## config.mk

```make
export PLATFORM = sky130hd
export DESIGN_NAME = transmit
export DESIGN_NICKNAME = d
export VERILOG_FILES = /design/src/rtl/transmit.sv
export SDC_FILE = /design/constraint.sdc
export NUM_CORES = 1
export LEC_CHECK = 0
export CELL_PAD_IN_SITES_DETAIL_PLACEMENT = 1
export CELL_PAD_IN_SITES_GLOBAL_PLACEMENT = 2
export CORE_MARGIN = 2
export CORE_UTILIZATION = 30
export CTS_CLUSTER_SIZE = 28
export DETAILED_ROUTE_END_ITERATION = 12
export GPL_ROUTABILITY_DRIVEN = 0
export GPL_TIMING_DRIVEN = 0
export PLACE_DENSITY = 0.71
export SYNTH_ARGS = -nofsm -noshare
export SYNTH_HDL_FRONTEND = slang
export SYNTH_SLANG_ARGS = --single-unit
```

## constraint.sdc

```tcl
create_clock -name clk -period 1.7 [get_ports clk]
set_input_delay 0.425 -clock clk [delete_from_list [all_inputs] [get_ports clk]]
set_output_delay 0.425 -clock clk [all_outputs]
set_load 0.01 [all_outputs]
```

## src/rtl/transmit.sv

```systemverilog
// UART transmitter: one-entry holding buffer feeding a start/data/stop shift FSM paced by b_en.
// Optional even-parity symbol between data and stop when TRANSMIT_PARITY_EN is defined.
module transmit #(
    parameter bit          MSB_FIRST  = 1'b1,
    parameter int unsigned OVERSAMPLE = 16
) (
    input  logic       clk,
    input  logic       rst,
    input  logic       b_en,
    input  logic       i_iocs,
    input  logic       i_iorw,
    input  logic [7:0] i_data,
    output logic       o_tx,
    output logic       o_tbr,
    output logic       o_busy
);

    localparam int unsigned TickW = $clog2(OVERSAMPLE);

`ifdef TRANSMIT_PARITY_EN
    typedef enum logic [2:0] {StIdle, StStart, StData, StParity, StStop} state_e;
`else
    typedef enum logic [1:0] {StIdle, StStart, StData, StStop} state_e;
`endif

    state_e             state_q, state_d;
    logic [7:0]         buf_q, buf_d;
    logic               buf_full_q, buf_full_d;
    logic [7:0]         shift_q, shift_d;
    logic [TickW-1:0]   tick_q, tick_d;
    logic [2:0]         bit_q, bit_d;
    logic               tx_q, tx_d;
    logic               busy_q, busy_d;
    logic               sym_end;
    logic               write_acc;
    logic               load;
`ifdef TRANSMIT_PARITY_EN
    logic               parity_q, parity_d;
`endif

    assign sym_end   = b_en && (tick_q == TickW'(OVERSAMPLE - 1));
    // A full buffer blocks writes, so a write and a transfer never share an edge.
    assign write_acc = i_iocs && !i_iorw && !buf_full_q;

    always_comb begin
        state_d    = state_q;
        buf_d      = buf_q;
        buf_full_d = buf_full_q;
        shift_d    = shift_q;
        tick_d     = tick_q;
        bit_d      = bit_q;
        load       = 1'b0;
        tx_d       = 1'b1;
`ifdef TRANSMIT_PARITY_EN
        parity_d   = parity_q;
`endif

        if (state_q != StIdle && b_en) begin
            tick_d = sym_end ? '0 : tick_q + 1'b1;
        end

        unique case (state_q)
            StIdle: begin
                if (buf_full_q) begin
                    load    = 1'b1;
                    state_d = StStart;
                    tick_d  = '0;
                end
            end
            StStart: begin
                if (sym_end) begin
                    state_d = StData;
                    bit_d   = 3'd0;
                end
            end
            StData: begin
                if (sym_end) begin
                    shift_d = MSB_FIRST ? {shift_q[6:0], 1'b0} : {1'b0, shift_q[7:1]};
                    if (bit_q == 3'd7) begin
`ifdef TRANSMIT_PARITY_EN
                        state_d = StParity;
`else
                        state_d = StStop;
`endif
                    end else begin
                        bit_d = bit_q + 3'd1;
                    end
                end
            end
`ifdef TRANSMIT_PARITY_EN
            StParity: begin
                if (sym_end) state_d = StStop;
            end
`endif
            StStop: begin
                if (sym_end) begin
                    if (buf_full_q) begin
                        load    = 1'b1;
                        state_d = StStart;
                    end else begin
                        state_d = StIdle;
                    end
                end
            end
            default: state_d = StIdle;
        endcase

        if (load) begin
            shift_d    = buf_q;
            buf_full_d = 1'b0;
`ifdef TRANSMIT_PARITY_EN
            parity_d   = ^buf_q;
`endif
        end
        if (write_acc) begin
            buf_d      = i_data;
            buf_full_d = 1'b1;
        end

        // Line level follows the current state, giving a registered output one clk behind.
        unique case (state_q)
            StStart:  tx_d = 1'b0;
            StData:   tx_d = MSB_FIRST ? shift_q[7] : shift_q[0];
`ifdef TRANSMIT_PARITY_EN
            StParity: tx_d = parity_q;
`endif
            default:  tx_d = 1'b1;
        endcase
        busy_d = (state_q != StIdle);
    end

    always_ff @(posedge clk) begin
        if (rst) begin
            state_q    <= StIdle;
            buf_q      <= '0;
            buf_full_q <= 1'b0;
            shift_q    <= '0;
            tick_q     <= '0;
            bit_q      <= '0;
            tx_q       <= 1'b1;
            busy_q     <= 1'b0;
`ifdef TRANSMIT_PARITY_EN
            parity_q   <= 1'b0;
`endif
        end else begin
            state_q    <= state_d;
            buf_q      <= buf_d;
            buf_full_q <= buf_full_d;
            shift_q    <= shift_d;
            tick_q     <= tick_d;
            bit_q      <= bit_d;
            tx_q       <= tx_d;
            busy_q     <= busy_d;
`ifdef TRANSMIT_PARITY_EN
            parity_q   <= parity_d;
`endif
        end
    end

    assign o_tx   = tx_q;
    assign o_tbr  = !buf_full_q;
    assign o_busy = busy_q;

endmodule

```

# Word level (Yosys, flattened, before mapping)
# Cells that the tools add are included.
# word_totals
ff_bits	28
inputBits	13
output_inout_bits	3
wordCells	60
# op_classes
addsub	2
n_eq_ne	11
muxes	24
reduce_logical	15
# op_table
cell	n
$mux W8	3
$mux W4	4
$ne A2 B2 Y1 const B	6
$mux W2	5
$reduce_bool A2 Y1	5
$mux W3	3
$pmux W2 S4	1
$pmux W3 S2	1
$mux W1	5
$reduce_and A5 Y1	1
$add A4 B1 Y4 const B	1
$eq A2 B2 Y1 const B	2
$eq A4 B4 Y1 const B	1
$logic_and A1 B1 Y1	4
$pmux W1 S2	2
$reduce_and A4 Y1	1
$add A3 B1 Y3 const B	1
$eq A3 B3 Y1 const B	1
$eq A2 B1 Y1 const B	1
$logic_not A1 Y1	2
$logic_not A2 Y1	1
$reduce_and A2 Y1	1

# Depth between registers and ports, before layout
# Gate-level depths: netlist of the first run.
# depth
word_depth	6
ltp_mapped	7
depth_no_buf	6

# Worst setup path after synthesis of the first run
# No wires, ideal clock.
# synth_timing
kind	reg2reg
from	register state_q[0]
to	register shift_q[6]
setup_time_ps	88
arrival_time_ps	1598
required_time_ps	1612
path_slack_ps	14
path_stages_with_launch	8
path_buffers	1
synth_period_minus_slack_ps	1686
cell_sequence	dfxtp_1 > inv_1 > ha_1 > and3b_4 > a32oi_4 > buf_8 > nor2_2 > a311oi_2
# synth_between
elab_chain_cells	4
elab_cells_between_ends	8
classes_between	2 x eq/ne; 2 x mux; 4 x reduce/logical
# synth_rtl
item	line_no	source
start, declared	26	state_e state_q, state_d;
start signal, assigned	134	state_q <= StIdle;
start signal, assigned	146	state_q <= state_d;
$eq A2 B2 Y1 / $logic_not A2 Y1 (equally long branches)	62	unique case (state_q)
$pmux W1 S2	62	
$reduce_bool A2 Y1 (no line)	n/a	
$reduce_and A2 Y1 (no line)	n/a	
end signal, assigned	149	shift_q <= shift_d;
end, declared	29	logic [7:0] shift_q, shift_d;
# Several ways; a longest one is shown, not always the timed one.
# A chain may end at the register's enable or synchronous reset.

# Final worst setup path of the first run
# layout_timing
from	register state_q[1]
to	register shift_q[4]
# The elaborated chain is that of the path after synthesis.

==> metrics.md, run 1 <==
| Metric | Value |
|---|---|
| RSZ-0062 raised after global routing | yes |
| EDFF count, synth | 0 |
| Cells after Synth | 150 |
| FILL cells | 522 |
| N_diodes | 0 |
| Worst vdd ir | 0.000394 V |
| Fin crit share | 99.5% |
| Layout cell share with drive strength beyond 1 | 24.2% |
| Setup WS post-layout | 8.42 ps |
| Worst Min Path Start | shift_q[2] |
| Slew HR | 60.0% |
| Leading area contributor after synthesis | dfxtp_1 |
| Die W | 70.6 µm |
| Clock Sinks | 28 |
| Final number of hold-violating endpoints | 0 |
| PortBufs | 14 |
| Worst EP required | 1860 ps |
| Syn Area/Cell | 8.87 µm² |
| Congestion Overflow GR | 0 |
| 1st-pass router iterations | 4 |
| Hpwl dp | 2370 µm |
| R2R Path Start | state_q[1] |
| Root buffer cell | clkbuf_8 |
| Top_reg_cell synth | dfxtp_1 |
| Slew @ Worst Pin | 600 ps |
| Row count | 24 |
| Num ports | 16 |
| Initial antenna violation count | 0 |
| # DRC | 0 |
| Largest net degree at the start of global routing | 17 |
| Clk_skew | 9.27 ps |
| Data arrival time of the worst path | 1850 ps |
| Final wirelength | 3470 µm |
| FMAX | 591 MHz |
| Seq cells post-synth | 28 |
| CP Launch Point | state_q[1] |
| Final setup viols | 0 |
| PwrDens | 1230 nW/µm² |
| Hold Buf Count CTS | 0 |
| DR vias/cell | 5.09 |
| Syn. warnings | 0 |
| Synthesized cell area | 1330 µm² |
| Leakage | 0.661 nW |
| Core area | 4320 µm² |
| All-Layer GR Usage | 14.8% |
| Area grow syn2layout | 33.8% |
| H-tree levels | 1 |
| CTS Buffer Depth | 2 |
| CTS tree | done |
| Synth async-reset ratio | 0% |
| First-pass GRT wire length | 5960 µm |
| Worst setup EP type | register |
| DRT iter0 DRCs | 31 |
| Routed WL per cell | 15.1 µm |
| Placed Area | 1540 µm² |
| Synth cell types | 35 |
| Setup slack at placement | -459 ps |
| Total power draw | 2.19 mW |
| Worst reg2reg setup slack | 8 ps |
| Die height | 70.6 µm |
| Clk_lat worst skew | 280 ps |
| Synth area leaders | dfxtp_1 42%, nor2_1 7.3%, mux2i_1 6.8%, ha_1 6.6%, a21oi_1 4.1% |
| Status | complete, no violations |
| Vias in the first global route | 1265 |
| Total Nets Final | 199 |
| Minimum clock period after layout | 1690 ps |
| Crit Path Max Fanout | 6 |
| Crit Path Class | reg2reg |
| Syn Nets | 170 |
| Final antenna-violating net count | 0 |
| Max cap viols | 0 |
| Top cell type's share of synthesized area | 42.1% |
| Initial core utilization | 30.8% |
| CTS clk-pin slew, worst paths | 110 ps |
| Final instance area | 1780 µm² |
| Via count | 1170 |
| TritonCTS buffer count | 3 |
| Worst hold path type | reg2reg |
| Die area | 4980 µm² |
| Startpoint types | register |
| Fin. max-slew vios | 0 |
| Register area share after synthesis | 42.1% |
## per-layer routing
layer / share of wire, % / GRT usage [%] / vias to the layer above
met5: 0 / 0 / -
met4: 0.38 / 3.14 / 0
met3: 2.6 / 2.42 / 2
met2: 51 / 27.4 / 13
met1: 46 / 18.2 / 572
li1: - / - / 583
## placed cells by master, fill, tap and decap left out, types with 2 or more instances in the layout
master / netlist / layout
a22oi_1: 2 / 2
clkdlybuf4s50_1: 0 / 12
o21ai_0: 3 / 3
dfxtp_1: 28 / 23
a21oi_1: 11 / 10
buf_6: 0 / 5
a311oi_1: 6 / 4
inv_1: 6 / 4
dfxtp_4: 0 / 2
buf_4: 1 / 5
clkbuf_8: 0 / 3
nor2_1: 26 / 26
clkbuf_1: 4 / 3
a211oi_1: 2 / 2
nand2_1: 11 / 11
mux2i_1: 9 / 9
ha_2: 0 / 2
nand3_1: 10 / 10
dfxtp_2: 0 / 3
nand2b_1: 2 / 2
dlygate4sd2_1: 0 / 2
a311oi_2: 1 / 3
ha_1: 7 / 4
## metrics by stage
step	TNS (ps)	utilization [%]	hold slack (ps)	std cells
floorplan	0	-	448	150
global placement	-5420	35.5	460	216
detailed placement	-6240	35.5	473	216
CTS	-11.2	40.5	492	229
global route	-124	41.1	494	230
finish	0	41.1	487	230
## flip-flops by register name (all words and copies together) (netlist names)
| register | cells |
|---|---|
| bit_q | 3 |
| o_busy | 1 |
| o_tx | 1 |
| state_q | 2 |
| tick_q | 4 |
| buf_full_q | 1 |
| shift_q | 8 |
| buf_q | 8 |
## repair_timing
action                                  CTS  global route
gates cloned                              1             0
endpoints found under the setup margin   14            13
pin swaps                                 1             7
resized for setup                        21            11
buffers inserted                          8             3
## final timing paths
check                to  cells past startpoint
min          shift_q[2]                      2
max          shift_q[4]                      7
min reg2reg  shift_q[2]                      2
max reg2reg  shift_q[4]                      7
## cell families after synthesis
kind of cell	share of synthesized area [%]
simple gates	22.1
compound gates	17.1
flops	42.1
buf+inv	5.27
mux	6.77
fa+ha+maj	6.58
## cell usage after synthesis, types with 2 or more instances
cell type	count
clkbuf_1	4
a311oi_1	6
inv_1	6
o21ai_0	3
dfxtp_1	28
a22oi_1	2
nor3_1	2
mux2i_1	9
a21oi_1	11
nand3_1	10
nand2_1	11
nand2b_1	2
a211oi_1	2
buf_2	2
ha_1	7
nor2_1	26
## worst max-delay path, cell delays in order (launching register included)
cell	delay [ps]
dfxtp_4	360
buf_4	140
ha_2	190
and3b_4	190
a32oi_4	190
buf_12	160
nor2_1	50
a311oi_1	310
## power breakdown
group	internal [mW]	switching, mW
logic	0.440	0.415
clock network	0.315	0.219
registers	0.748	0.0549
total	1.50	0.690
## final cells by class
cell class              count  area (µm²)  share of cell area (%)
flip-flops and latches     28         572                    32.1
repair buffers             24         240                    13.5
clock inverters             1        30.0                    1.69
well taps                  52        65.1                    3.66
plain buffers               8        55.1                    3.09
multi-input cells         108         751                    42.2
inverters                   6        25.0                    1.41
clock buffers               3        41.3                    2.32
Note: power is estimated with default switching activity, not from simulation.
==> run 2, diff against run 1 <==
Settings changed: TNS_END_PERCENT set to 50.
==> run 2 against run 1 <==
  * Die area stayed put
  * First-iteration DRC count rose by 29%
  * Via count is the same
  * Critical path depth up 1
  * Combinational power is 0.7% higher
  * Wire length shrank 1.1%
  * Worst hold slack about the same
  * Clock power is essentially flat
  * Sequential share of layout area shrank 0.13 points
  * Count of clock-buffer cells in the layout is the same
  * Total power grew 0.27%
  * Critical path type unchanged
  * Worst setup slack improved by 9.2 ps
==> metrics.md, run 2 (synthesized netlist as in run 1, its figures left out) <==
| Metric | Value |
|---|---|
| Status | complete, no violations (unchanged) |
| Grt met2 use | 27.4% (unchanged) |
| Vias in the first global route | 1265 (unchanged) |
| Slew @ Worst Pin | 582 ps (was 600 ps) |
| RSZ-0062 raised after global routing | yes (unchanged) |
| Die height | 70.6 µm (unchanged) |
| Met1 Use GR | 18.2% (unchanged) |
| Worst path max stage delay | 370 ps (was 360 ps) |
| # DRC | 0 (unchanged) |
| Final antenna-violating net count | 0 (unchanged) |
| CP max stage cell | dfxtp_4 (unchanged) |
| Die area | 4980 µm² (unchanged) |
| Startpoint types | register (unchanged) |
| Hpwl dp | 2370 µm (unchanged) |
| Worst EP required | 1900 ps (was 1860 ps) |
| Critical Path, Cell by Cell | inv_4 -> ha_4 -> and3b_4 -> a32oi_4 -> buf_12 -> buf_8 -> buf_4 -> a311oi_2 (was buf_4 -> ha_2 -> and3b_4 -> a32oi_4 -> buf_12 -> nor2_1 -> a311oi_1) |
| Initial antenna violation count | 0 (unchanged) |
| Clk_skew | 9.03 ps (was 9.27 ps) |
| Num ports | 16 (unchanged) |
| Final instance area | 1790 µm² (was 1780 µm²) |
| Family with the most delay on the worst path | buffers and inverters (was compound AO/OA/AOI/OAI gates) |
| Largest net degree at the start of global routing | 17 (unchanged) |
| Leading cell types in the layout, fill and taps excluded | 26 x nor2_1, 23 x dfxtp_1, 12 x clkdlybuf4s50_1 (unchanged) |
| Clock Sinks | 28 (unchanged) |
| FILL cells | 519 (was 522) |
| WP buf/inv | 4 (was 2) |
| Placed Area | 1540 µm² (unchanged) |
| Worst hold path type | reg2reg (unchanged) |
| PortBufs | 14 (unchanged) |
| Row count | 24 (unchanged) |
| Total Nets Final | 200 (was 199) |
| Setup WS post-layout | 17.6 ps (was 8.42 ps) |
| Final number of hold-violating endpoints | 0 (unchanged) |
| Core area | 4320 µm² (unchanged) |
| Post-Route Utilization | 41.3% (was 41.1%) |
| Setup slack at placement | -459 ps (unchanged) |
| Fin crit share | 99.0% (was 99.5%) |
| First-pass GRT wire length | 5960 µm (unchanged) |
| Fin. max-slew vios | 0 (unchanged) |
| Crit Path Max Fanout | 6 (unchanged) |
| H-tree levels | 1 (unchanged) |
| TritonCTS buffer count | 3 (unchanged) |
| Worst vdd ir | 0.000394 V (about the same) |
| Slew HR | 61.2% (was 60.0%) |
| Hold Buf Count CTS | 0 (unchanged) |
| Area grow syn2layout | 34.3% (was 33.8%) |
| Worst setup EP type | register (unchanged) |
| Total power draw | 2.20 mW (was 2.19 mW) |
| Via count | 1170 (unchanged) |
| Initial core utilization | 30.8% (unchanged) |
| Routed WL per cell | 14.8 µm (was 15.1 µm) |
| DR vias/cell | 5.06 (was 5.09) |
| TNS Setup | 0 ps (unchanged) |
| Worst reg2reg setup slack | 20 ps (was 8 ps) |
| Final setup viols | 0 (unchanged) |
| Crit Path Class | reg2reg (unchanged) |
| FMAX | 594 MHz (was 591 MHz) |
| DRT iter0 DRCs | 40 (was 31) |
| CTS tree | done (unchanged) |
| GRT met3 Usage | 2.42% (unchanged) |
| Layer with the highest usage | met2 (unchanged) |
| 1st-pass router iterations | 4 (unchanged) |
| Reg area | 572 µm² (unchanged) |
| PwrDens | 1230 nW/µm² (about the same) |
| Final wirelength | 3430 µm (was 3470 µm) |
| CTS Buffer Depth | 2 (unchanged) |
| Congestion Overflow GR | 0 (unchanged) |
| Die W | 70.6 µm (unchanged) |
| Area of the multi-input gates | 751 µm² (unchanged) |
| N_diodes | 0 (unchanged) |
| All-Layer GR Usage | 14.8% (unchanged) |
| Top flop regs | buf_q: 8 flops, shift_q: 8 flops, tick_q: 4 flops (unchanged) |
| Root buffer cell | clkbuf_8 (unchanged) |
| Data arrival time of the worst path | 1880 ps (was 1850 ps) |
| CTS clk-pin slew, worst paths | 110 ps (about the same) |
| Clk_lat worst skew | 280 ps (about the same) |
| Leakage | 0.666 nW (was 0.661 nW) |
| Most common cell after layout, fill and taps aside | nor2_1 (unchanged) |
| Minimum clock period after layout | 1680 ps (was 1690 ps) |
| Layout cell share with drive strength beyond 1 | 24.6% (was 24.2%) |
| Max cap viols | 0 (unchanged) |
[run 2: cell types whose count changed in the layout (fill, tap and decap cells not counted)]
cell,delta
buf_4,+1
[run 2: layout make-up]
type | count | share of cell area [%]
plain buffers | 8 | 3.08
clock inverters | 1 | 1.68
repair buffers | 25 | 13.9
well taps | 52 | 3.64
inverters | 6 | 1.40
multi-input cells | 108 | 42.0
flip-flops and latches | 28 | 32.0
clock buffers | 3 | 2.31
[run 2: what timing repair did]
action / CTS / global route
setup endpoints to repair: 14 / 13
cloned: 1 / 0
buffers inserted: 8 / 3
pin swaps: 1 / 6
gates resized for setup: 21 / 11
[run 2: worst reg2reg max path: stages, from the launching register on]
cell	delay, ps
dfxtp_4	370
inv_4	40
ha_4	230
and3b_4	300
a32oi_4	60
buf_12	160
buf_8	120
buf_4	130
a311oi_2	190
[run 2: layer usage]
| layer | part of all wire, % | vias to the layer above |
|---|---|---|
| li1 | - | 585 |
| met1 | 48 | 568 |
| met2 | 49 | 13 |
| met3 | 2.6 | 4 |
| met4 | 0.67 | 0 |
| met5 | 0 | - |
[run 2: path summary, 6_finish.rpt]
kind | cells past startpoint | endpoint | start
worst min register to register | 2 | shift_q[2] | shift_q[2]
worst max-delay path | 8 | shift_q[3] | state_q[1]
worst max register to register | 8 | shift_q[3] | state_q[1]
worst min-delay path | 2 | shift_q[2] | shift_q[2]
[run 2: where the power goes]
part	internal (mW)	switching, mW
combinational	0.446	0.415
clock	0.315	0.220
sequential	0.748	0.0541
total	1.51	0.689
[run 2: per-stage QoR]
stage | hold WS (ps) | std cells
CTS | 492 | 229
detailed placement | 473 | 216
floorplan | 448 | 150
global route | 501 | 231
global placement | 460 | 216
finish | 488 | 231
==> run 3, diff against run 2 <==
Settings changed: PLACE_DENSITY 0.71 to 0.81.
==> run 3 against run 2 <==
  * Non-clock buffer count down 3
  * Largest cell class unchanged
  * First-iteration DRC count is 20% lower
  * Worst setup slack gained 13 ps
  * Count of clock-buffer cells in the layout unchanged
  * Largest power group is now registers
  * Register-to-register slack barely moved
  * Total power down 3.0%
  * Final area down 2.2%
  * Maximum frequency rose by 0.76%
  * Cell count decreased by 1.3%
==> metrics.md, run 3 (synthesized netlist as in run 1, its figures left out) <==
| Metric | Value |
|---|---|
| Max cap viols | 0 (unchanged) |
| RSZ-0062 raised after global routing | yes (unchanged) |
| Grt met2 use | 24.8% (was 27.4%) |
| PortBufs | 14 (unchanged) |
| CTS tree | done (unchanged) |
| Post-Route Utilization | 40.4% (was 41.3%) |
| Hpwl dp | 2350 µm (was 2370 µm) |
| Row count | 24 (unchanged) |
| Area grow syn2layout | 31.4% (was 34.3%) |
| Startpoint types | register (unchanged) |
| Logic pwr share | 37.0% (was 39.2%) |
| Most common cell after layout, fill and taps aside | nor2_1 (unchanged) |
| Die area | 4980 µm² (unchanged) |
| Worst path max stage delay | 360 ps (was 370 ps) |
| Via count | 1147 (was 1170) |
| N_diodes | 0 (unchanged) |
| Final number of hold-violating endpoints | 0 (unchanged) |
| Area of the multi-input gates | 753 µm² (was 751 µm²) |
| Worst setup EP type | register (unchanged) |
| WHS | 482 ps (was 488 ps) |
| Part of the power in registers | 37.8% (was 36.5%) |
| Leading cell types in the layout, fill and taps excluded | 26 x nor2_1, 23 x dfxtp_1, 12 x clkdlybuf4s50_1 (unchanged) |
| CP max stage cell | dfxtp_2 (was dfxtp_4) |
| Reg area | 569 µm² (was 572 µm²) |
| Root buffer cell | clkbuf_8 (unchanged) |
| Clock Sinks | 28 (unchanged) |
| Worst hold path type | reg2reg (unchanged) |
| TritonCTS buffer count | 3 (unchanged) |
| H-tree levels | 1 (unchanged) |
| Data arrival time of the worst path | 1860 ps (was 1880 ps) |
| Die W | 70.6 µm (unchanged) |
| # DRC | 0 (unchanged) |
| Vias in the first global route | 1173 (was 1265) |
| Crit Path Max Fanout | 5 (was 6) |
| Initial core utilization | 30.8% (unchanged) |
| Routed WL per cell | 14.9 µm (was 14.8 µm) |
| CTS Buffer Depth | 2 (unchanged) |
| Power share of the clock group | 25.2% (was 24.3%) |
| 1st-pass router iterations | 4 (unchanged) |
| Critical Path, Cell by Cell | inv_4 -> ha_4 -> and3b_4 -> a32oi_4 -> buf_6 -> nor2_1 -> a311oi_1 (was inv_4 -> ha_4 -> and3b_4 -> a32oi_4 -> buf_12 -> buf_8 -> buf_4 -> a311oi_2) |
| Num ports | 16 (unchanged) |
| Clk_lat worst skew | 280 ps (about the same) |
| Final antenna-violating net count | 0 (unchanged) |
| Clk_skew | 6.87 ps (was 9.03 ps) |
| Minimum clock period after layout | 1670 ps (was 1680 ps) |
| Leakage | 0.639 nW (was 0.666 nW) |
| Placed Cells incl. Taps | 216 (unchanged) |
| Layer with the highest usage | met2 (unchanged) |
| Met1 Use GR | 17.8% (was 18.2%) |
| FMAX | 599 MHz (was 594 MHz) |
| Hold Buf Count CTS | 0 (unchanged) |
| FILL cells | 510 (was 519) |
| Congestion Overflow GR | 0 (unchanged) |
| Slew HR | 61.0% (was 61.2%) |
| Fin. max-slew vios | 0 (unchanged) |
| Final instance area | 1750 µm² (was 1790 µm²) |
| Placed Area | 1540 µm² (unchanged) |
| Final wirelength | 3390 µm (was 3430 µm) |
| Total Nets Final | 197 (was 200) |
| Final setup viols | 0 (unchanged) |
| Core area | 4320 µm² (unchanged) |
| GRT met3 Usage | 2.56% (was 2.42%) |
| Sw frac | 32.1% (was 31.3%) |
| First-pass GRT wire length | 5680 µm (was 5960 µm) |
| Layout cell share with drive strength beyond 1 | 22.2% (was 24.6%) |
| Crit Path Class | reg2reg (unchanged) |
| Die height | 70.6 µm (unchanged) |
| DR vias/cell | 5.03 (was 5.06) |
| Worst EP required | 1890 ps (was 1900 ps) |
| Initial antenna violation count | 0 (unchanged) |
| DRT iter0 DRCs | 32 (was 40) |
| Internal power | 1.45 mW (was 1.51 mW) |
| Non-Filler Instances | 228 (was 231) |
| Fin crit share | 98.2% (was 99.0%) |
| CTS clk-pin slew, worst paths | 100 ps (was 110 ps) |
| PwrDens | 1220 nW/µm² (was 1230 nW/µm²) |
| Slew @ Worst Pin | 586 ps (was 582 ps) |
| Worst vdd ir | 0.000385 V (was 0.000394 V) |
| Largest net degree at the start of global routing | 17 (unchanged) |
| Top flop regs | buf_q: 8 flops, shift_q: 8 flops, tick_q: 4 flops (unchanged) |
| All-Layer GR Usage | 14.4% (was 14.8%) |
| TNS Setup | 0 ps (unchanged) |
| Status | complete, no violations (unchanged) |
| Worst reg2reg setup slack | 30 ps (was 20 ps) |
| Psw | 0.684 mW (was 0.689 mW) |
## run 3: critical path: cells and delay by family (launching register included)
kind | cells | cell delay, ps
DFF | 1 | 360
buffers and inverters | 2 | 190
adders and majority gates | 1 | 270
and+or+nand+nor | 2 | 230
AOI/OAI and AO/OA | 2 | 520
## run 3: what timing repair did
action / in CTS / in global routing
gates resized for setup: 14 / 14
buffers inserted: 6 / 2
endpoints found under the hold margin: 0 / 0
endpoints found under the setup margin: 14 / 13
pin swaps: 1 / 7
## run 3: final timing paths
kind,startpoint,endpoint,cells after the start
hold reg to reg,shift_q[0],shift_q[0],2
setup / recovery,state_q[0],shift_q[7],7
setup reg to reg,state_q[0],shift_q[7],7
hold / removal,shift_q[0],shift_q[0],2
## run 3: power by group through the flow
stage                     Clock [mW]  Combinational [mW]  Sequential, mW
after global routing           0.579               0.872           0.817
final                          0.538               0.789           0.805
after floorplan                    0               0.437           0.808
after CTS                      0.557               0.731           0.794
after global placement             0               0.593           0.809
after detailed placement           0               0.619           0.814
## run 3: final cells by class
cell class                      count  share of cell area (%)
Buffer                              8                    3.15
Clock buffer                        3                    2.36
Clock inverter                      1                    1.72
Inverter                            6                    1.43
Multi-Input combinational cell    108                    43.1
Sequential cell                    28                    32.6
Tap cell                           52                    3.72
Timing Repair Buffer               22                    12.0
## run 3: metal layers
metal	part of all wire [%]	wire length, µm
met5	0	0
met3	2.5	84
met2	51	1720
met4	1.6	53
met1	45	1530
## run 3: stage by stage
stage / power, mW / setup WS [ps]
after detailed placement: 1.43 / -467
after floorplan: 1.25 / 13.5
after CTS: 2.08 / 0.940
final: 2.13 / 30.2
after global placement: 1.40 / -429
after global routing: 2.27 / -50.7
